**src/rtl/fpu_op_sequencer_pkg.sv**
```systemverilog
// fp_seq_pkg: shared definitions for the FPU operation sequencer.
//   - op codes forwarded to the FPU
//   - response status codes
//   - quiet-NaN result returned on timeout
//   - sequencer state enumeration
package fp_seq_pkg;

  localparam logic [1:0]  OP_ADD     = 2'b00;
  localparam logic [1:0]  OP_MULT    = 2'b10;

  localparam logic [1:0]  ST_OK      = 2'b00;
  localparam logic [1:0]  ST_ILLEGAL = 2'b01;
  localparam logic [1:0]  ST_TIMEOUT = 2'b10;

  localparam logic [31:0] QNAN       = 32'h7FC0_0000;

  typedef enum logic [2:0] {
    S_IDLE,
    S_CLEAR,
    S_START,
    S_WAIT,
    S_RESP
  } seq_state_t;

  // Every op code with bit 0 set is rejected without touching the FPU.
  function automatic logic op_is_illegal(input logic [1:0] op);
    return op[0];
  endfunction

endpackage

```
**src/rtl/fpu_op_sequencer_watchdog.sv**
```systemverilog
// fpu_watchdog: CNT_W-bit up-counter with synchronous clear, count enable
// and a terminal-compare output against a run-time limit.
//   clk, reset : clock, asynchronous active-high reset
//   clr        : synchronous clear to zero (priority over en)
//   en         : count enable; the counter holds once it reaches limit
//   limit      : terminal value
//   term       : high while the count equals limit
module fpu_watchdog
  import fp_seq_pkg::*;
#(
  parameter int CNT_W = 7
) (
  input  logic             clk,
  input  logic             reset,
  input  logic             clr,
  input  logic             en,
  input  logic [CNT_W-1:0] limit,
  output logic             term
);

  logic [CNT_W-1:0] count;

  assign term = (count == limit);

  // Saturates at limit instead of wrapping.
  always_ff @(posedge clk or posedge reset) begin
    if (reset) begin
      count <= '0;
    end else if (clr) begin
      count <= '0;
    end else if (en && !term) begin
      count <= count + 1'b1;
    end
  end

endmodule

```
**src/rtl/fpu_op_sequencer.sv**
```systemverilog
// fpu_op_sequencer: initiator side of the FPU start/op/done handshake.
// Accepts (A, B, op) requests over a valid/ready port, clears the FPU,
// starts it, waits for done (with a watchdog timeout) and returns the
// result and status over a valid/ready response port.
//   clk, reset           : clock, asynchronous active-high reset
//   req_valid/req_ready  : request handshake (req_ready = state is IDLE)
//   req_a, req_b, req_op : single-precision operands and op code
//   rsp_valid/rsp_ready  : response handshake
//   rsp_result           : result word (0 for illegal op, qNaN on timeout)
//   rsp_status           : 00 ok, 01 illegal op, 10 timeout
//   busy                 : high in every state except IDLE
//   fpu_clr, fpu_start   : FPU re-init and start (start held as a level)
//   fpu_op, fpu_a, fpu_b : registered op code and operands to the FPU
//   fpu_done, fpu_result : FPU completion level and packed result
module fpu_op_sequencer
  import fp_seq_pkg::*;
#(
  parameter int TIMEOUT_CYCLES = 64,
  parameter int CNT_W          = 7,
  parameter int CLR_CYCLES     = 2
) (
  input  logic        clk,
  input  logic        reset,
  input  logic        req_valid,
  output logic        req_ready,
  input  logic [31:0] req_a,
  input  logic [31:0] req_b,
  input  logic [1:0]  req_op,
  output logic        rsp_valid,
  input  logic        rsp_ready,
  output logic [31:0] rsp_result,
  output logic [1:0]  rsp_status,
  output logic        busy,
  output logic        fpu_clr,
  output logic        fpu_start,
  output logic [1:0]  fpu_op,
  output logic [31:0] fpu_a,
  output logic [31:0] fpu_b,
  input  logic        fpu_done,
  input  logic [31:0] fpu_result
);

  seq_state_t       state, state_d;
  logic [31:0]      fpu_a_d, fpu_b_d, rsp_result_d;
  logic [1:0]       fpu_op_d, rsp_status_d;
  logic             accept;
  logic             wd_clr, wd_en, wd_term;
  logic [CNT_W-1:0] wd_limit;

  assign req_ready = (state == S_IDLE);
  assign accept    = req_valid && req_ready;

  // One counter serves both the CLEAR hold and the WAIT timeout; it is
  // held at zero in IDLE and START so each phase starts counting from 0.
  fpu_watchdog #(
    .CNT_W (CNT_W)
  ) u_watchdog (
    .clk   (clk),
    .reset (reset),
    .clr   (wd_clr),
    .en    (wd_en),
    .limit (wd_limit),
    .term  (wd_term)
  );

  always_comb begin
    state_d      = state;
    fpu_a_d      = fpu_a;
    fpu_b_d      = fpu_b;
    fpu_op_d     = fpu_op;
    rsp_result_d = rsp_result;
    rsp_status_d = rsp_status;
    wd_clr       = 1'b0;
    wd_en        = 1'b0;
    wd_limit     = CNT_W'(TIMEOUT_CYCLES - 1);

    unique case (state)
      S_IDLE: begin
        wd_clr = 1'b1;
        if (accept) begin
          fpu_a_d      = req_a;
          fpu_b_d      = req_b;
          fpu_op_d     = req_op;
          rsp_result_d = '0;
          if (op_is_illegal(req_op)) begin
            rsp_status_d = ST_ILLEGAL;
            state_d      = S_RESP;
          end else begin
            rsp_status_d = ST_OK;
            state_d      = S_CLEAR;
          end
        end
      end

      S_CLEAR: begin
        wd_en    = 1'b1;
        wd_limit = CNT_W'(CLR_CYCLES - 1);
        if (wd_term) begin
          state_d = S_START;
        end
      end

      S_START: begin
        wd_clr  = 1'b1;
        state_d = S_WAIT;
      end

      // Done has priority over a timeout in the same cycle.
      S_WAIT: begin
        wd_en = 1'b1;
        if (fpu_done) begin
          rsp_result_d = fpu_result;
          rsp_status_d = ST_OK;
          state_d      = S_RESP;
        end else if (wd_term) begin
          rsp_result_d = QNAN;
          rsp_status_d = ST_TIMEOUT;
          state_d      = S_RESP;
        end
      end

      S_RESP: begin
        if (rsp_ready) begin
          state_d = S_IDLE;
        end
      end

      default: begin
        state_d = S_IDLE;
      end
    endcase
  end

  // Control outputs are registered copies decoded from the next state, so
  // they line up with the state register and drop asynchronously on reset.
  always_ff @(posedge clk or posedge reset) begin
    if (reset) begin
      state      <= S_IDLE;
      fpu_a      <= '0;
      fpu_b      <= '0;
      fpu_op     <= '0;
      rsp_result <= '0;
      rsp_status <= '0;
      rsp_valid  <= 1'b0;
      busy       <= 1'b0;
      fpu_clr    <= 1'b0;
      fpu_start  <= 1'b0;
    end else begin
      state      <= state_d;
      fpu_a      <= fpu_a_d;
      fpu_b      <= fpu_b_d;
      fpu_op     <= fpu_op_d;
      rsp_result <= rsp_result_d;
      rsp_status <= rsp_status_d;
      rsp_valid  <= (state_d == S_RESP);
      busy       <= (state_d != S_IDLE);
      fpu_clr    <= (state_d == S_CLEAR);
      fpu_start  <= (state_d == S_START) || (state_d == S_WAIT);
    end
  end

endmodule

```
**config.mk**
```make
export PLATFORM = sky130hd
export DESIGN_NAME = fpu_op_sequencer
export DESIGN_NICKNAME = d
export VERILOG_FILES = /design/src/rtl/fpu_op_sequencer_pkg.sv /design/src/rtl/fpu_op_sequencer_watchdog.sv /design/src/rtl/fpu_op_sequencer.sv
export SDC_FILE = /design/constraint.sdc
export NUM_CORES = 1
export LEC_CHECK = 0
export ABC_AREA = 1
export BUFFER_PORTS_ARGS = -buffer_cell sky130_fd_sc_hd__buf_2
export CORE_UTILIZATION = 40
export DETAILED_ROUTE_END_ITERATION = 6
export GPL_TIMING_DRIVEN = 0
export PLACE_DENSITY = 0.68
export SLEW_MARGIN = 20
export SYNTH_ARGS = -nofsm -noshare
export SYNTH_HDL_FRONTEND = slang
export SYNTH_HIERARCHICAL = 1
export SYNTH_SLANG_ARGS = --single-unit
```
**constraint.sdc**
```tcl
create_clock -name clk -period 10.1 [get_ports clk]
set_input_delay 1.515 -clock clk [delete_from_list [all_inputs] [get_ports clk]]
set_output_delay 1.515 -clock clk [all_outputs]
set_load 0.1 [all_outputs]
```
# Word level (Yosys, flattened, before mapping)
# Cells that the tools add are included.
# classes
add_sub_neg	1
reduce_logical	12
n_eq_ne	11
mux	21
# ops
cell	n
32-bit 2-to-1 mux	3
32-bit one-hot mux with 2 select lines	1
3-bit 2-to-1 mux	6
3-bit one-hot mux with 5 select lines	1
7-bit 2-to-1 mux	2
3-bit by 2-bit equality test with 1-bit output, second input constant	4
7-bit by 1-bit adder with 7-bit output, second input constant	1
7-bit by 6-bit equality test with 1-bit output	1
3-bit by 1-bit equality test with 1-bit output, second input constant	2
3-bit equality test, second input constant	2
2-bit 2-to-1 mux	3
6-bit 2-to-1 mux	1
2-bit one-hot mux with 2 select lines	1
2-bit nonzero test	2
2-bit OR reduction	2
3-bit logical NOT	1
1-bit 2-to-1 mux	3
3-bit by 2-bit != test with 1-bit output, second input constant	1
3-bit AND reduction	1
3-bit nonzero test	1
1-bit logical AND	2
2-bit by 1-bit != test with 1-bit output, second input constant	1
2-bit AND reduction	1
1-bit logical NOT	1
1-bit logical OR	1
# totals
out_inout_bits	105
reg_bits	114

# Depth between registers and ports, before layout
# depth
ltp_word	8
depth_mapped	18
depth_no_buf	17

# Cells and area by module
# The synthesis kept the hierarchy.
# modules_own_cells
module	cells_each	area_per_inst_um2	instances
fpu_op_sequencer	470	4221.5	1
fpu_watchdog	111	650.6	1

# Least setup slack after synthesis
# OpenSTA, ideal clock, no wires.
# synth_path
kind	register -> output
from	register state[0]
to	output port req_ready
stages_incl_launch_ff	4
t_arrival_ns	1.211
n_path_buf	0
slack_ns	7.374
cell_sequence	dfrtp_1 > nor2_2 > nand2_1 > inv_1
# synth_via
elab_chain_len	1
# synth_rtl
element	line	source
start, declared	fpu_op_sequencer.sv:43	seq_state_t state, state_d;
start signal, assigned	fpu_op_sequencer.sv:149	state <= state_d;
3-bit logical NOT	fpu_op_sequencer.sv:50	assign req_ready = (state == S_IDLE);
end, declared	fpu_op_sequencer.sv:25	output logic req_ready,
# No other way between the ends.

# Worst setup path after layout
# Same ends and word-level chain as after synthesis.

==> flow_metrics.py <==
metrics = {
    "outcome": {
        "status": "complete, no violations",
    },
    "logic_synthesis": {
        "ys_ff_latch": 114,
        "yosysMostFrequentCell": "nand2_1",
        "synth-simple-area-share": 0.322,
        "synth_edf_count": 0,
        "postSynthCellCount": 581,
        "synth_top_area_frac": 0.586,
        "synth_top_family_by_area": "simple AND/OR/NAND/NOR gates",
        "async_flop_share": 1.00,
        "synthTopCellsByArea": "dfrtp_1, nand2_1, nand3_1, inv_1, buf_2",
        "ys_types": 23,
        "synth.top_cells.by_count": "nand2_1, dfrtp_1, nand3_1",
        "synth-xor-area-share": 0.00539,
        "synthMuxAreaShare": 0,
        "yosys_warnings": 6,
        "ys.flop_type": "dfrtp_1",
        "synth_top_cell_by_area": "dfrtp_1",
        "avgSynthCellArea_um2": 8.39,
        "synth_fa_ha_area_frac": 0.00257,
        "synth_area_mm2": 0.00487,
        "synth_seq_area_share": 0.586,
        "synth-compound-area-share": 0.0231,
    },
    "layout": {
        "num-nets-final": 914,
        "antenna_cells": 0,
        "stdcell_area_mm2": 0.00669,
        "area_growth_pct": 37.3,
        "seqCellArea_mm2": 0.00285,
        "multi_input_area_mm2": 0.00174,
        "num-fill-cells": 1083,
        "drive_gt1_frac": 0.333,
    },
    "worst_setup_path": {
        "crit_path_max_incr_delay_ns": 0.42,
        "crit_type": "flip-flop to primary output",
        "worstPathArrival_ns": 1.56,
        "ff2ff_path_depth": 17,
        "cp.required_ns": 8.59,
        "cpMaxStageDelayCell": "buf_2",
        "crit_fanout": 4,
        "end_kind": "primary output",
        "cp-start-kind": "flip-flop",
        "cp_cell_sequence": "nor2_2 > nand2_1 > inv_1 > buf_2",
    },
    "timing": {
        "finalHoldViolCount": 0,
        "slew_violations": 0,
        "rsz0062_at_grt": "no",
        "period_needed_ns": 3.07,
        "setup_violations": 0,
        "worst_pin_slew_ns": 0.511,
        "max-slew-margin-rel": 0.662,
        "clock.fmax_mhz": 325,
        "post-route-period-util": 0.304,
        "clock_skew_ns": 0.00634,
        "finalSetupTns_ns": 0,
    },
    "cts": {
        "clock_sinks": 114,
        "post_cts_resized": 0,
        "cts.htree.levels": 4,
        "postCtsHoldBufs": 0,
        "clock_latency_ns": 0.41,
        "postCtsSetupBuffers": 0,
        "cts_buffer_depth": 2,
        "clk_pin_slew_ns": 0.05,
        "cts_tree": "done",
        "numCtsBuffers": 17,
        "cts_root_buffer": "clkbuf_16",
    },
    "die": {
        "die_area_mm2": 0.0126,
        "initial_core_util": 0.418,
        "die_y_um": 112,
        "ios": 208,
        "core-area_mm2": 0.0117,
        "die_x_um": 112,
        "rows": 39,
    },
    "place": {
        "numPortBuffers": 206,
        "dp_hpwl_um": 9170,
        "place.gp.congestion": 0.808,
        "placed_area_mm2": 0.00613,
    },
    "global_routing": {
        "grt_pass1_wl_um": 20400,
        "grt_pass1_vias": 4405,
        "grt.total_usage": 0.208,
        "grt_remaining_overflow": 0,
        "antenna_found_initial": 0,
        "grt_max_degree": 83,
    },
    "routing": {
        "wirelength_um": 12500,
        "viasPerCell": 4.70,
        "drtPass1Iterations": 4,
        "vias": 4543,
        "wl_per_cell_um": 12.9,
        "postRouteAntennaNets": 0,
        "first_iter_violations": 189,
        "drc": 0,
    },
    "flow_run": {
        "cap_viol_max_count": 0,
    },
    "hold_path": {
        "hold_class": "flip-flop to flip-flop",
        "hold_depth": 2,
    },
}
==> stage by stage <==
| stage | hold slack (ns) | utilization | instances | worst slack [ns] |
|---|---|---|---|---|
| after floorplan | 0.513 | - | 584 | 5.77 |
| after global placement | 0.454 | 0.522 | 933 | 4.52 |
| after detailed placement | 0.460 | 0.525 | 934 | 7.45 |
| after CTS | 0.475 | 0.574 | 966 | 7.00 |
| after global routing | 0.480 | 0.574 | 966 | 6.94 |
| final | 0.471 | 0.574 | 966 | 7.03 |
==> layout make-up <==
| class | count | share of cell area |
|---|---|---|
| plain buffers | 29 | 0.0243 |
| clock buffers | 22 | 0.0679 |
| clock inverters | 10 | 0.0165 |
| inverters | 35 | 0.0204 |
| multi-input cells | 406 | 0.260 |
| flip-flops and latches | 114 | 0.426 |
| well taps | 143 | 0.0267 |
| repair buffers | 207 | 0.158 |
==> path summary, 6_finish.rpt <==
| kind | start | to | slack, ns |
|---|---|---|---|
| max | state[0] | req_ready | 7.03 |
| min | fpu_b[26] | fpu_b[26] | 0.47 |
| max reg2reg | state[2] | rsp_result[26] | 7.45 |
| min reg2reg | fpu_b[26] | fpu_b[26] | 0.47 |
| max in group asynchronous | reset | rsp_result[8] | 8.36 |
| min in group asynchronous | reset | fpu_b[29] | 1.07 |
==> logic make-up after synthesis <==
logic type | after synthesis
compound gates | 19
buf+inv | 64
fa+ha+maj | 1
simple gates | 378
flops | 114
xor+xnor | 3
other cells | 2
==> state kept, by name, summed over array words and instances (netlist names) <==
name and cells:
fpu_b 32, state 3, fpu_clr 1, fpu_op 2
fpu_a 32, busy 1, rsp_status 2, rsp_result 32
u_watchdog/count 7, fpu_start 1, rsp_valid 1
==> cell usage in the layout (no fill, tap or decap), types with 2 or more instances in the layout <==
master     Yosys  final
bufinv_16      0      2
clkbuf_1       4      8
nor2_2         3      3
inv_1         32     31
buf_2         16    222
nand4_1        8      8
nand3_1       68     68
a21oi_1        8      8
conb_1         2      5
nand2_1      272    272
clkinv_2       0      5
clkbuf_16      0     17
buf_4          9      9
clkinv_4       0      2
dfrtp_1      114    114
nand2_4        2      2
xor2_1         3      3
nor2_1        21     21
o21ai_0        9      9
inv_2          3      3
==> per-layer routing <==
metal / wire [um] / vias to the layer above / GRT usage
met2: 6080 / 159 / 0.344
met1: 5390 / 2102 / 0.256
met5: 0 / - / 0
met3: 810 / 19 / 0.0616
met4: 227 / 0 / 0.0862
li1: - / 2263 / -
==> worst max-delay path, delay by kind of cell, from the launching register on <==
family                 cells  cell delay, ns
buffers and inverters      2            0.47
AND/OR/NAND/NOR            2            0.27
flip-flops                 1            0.41
Power is left out: the tool's default activity adds up to more than one toggle a clock period on the data nets, which glitch-free logic cannot reach.
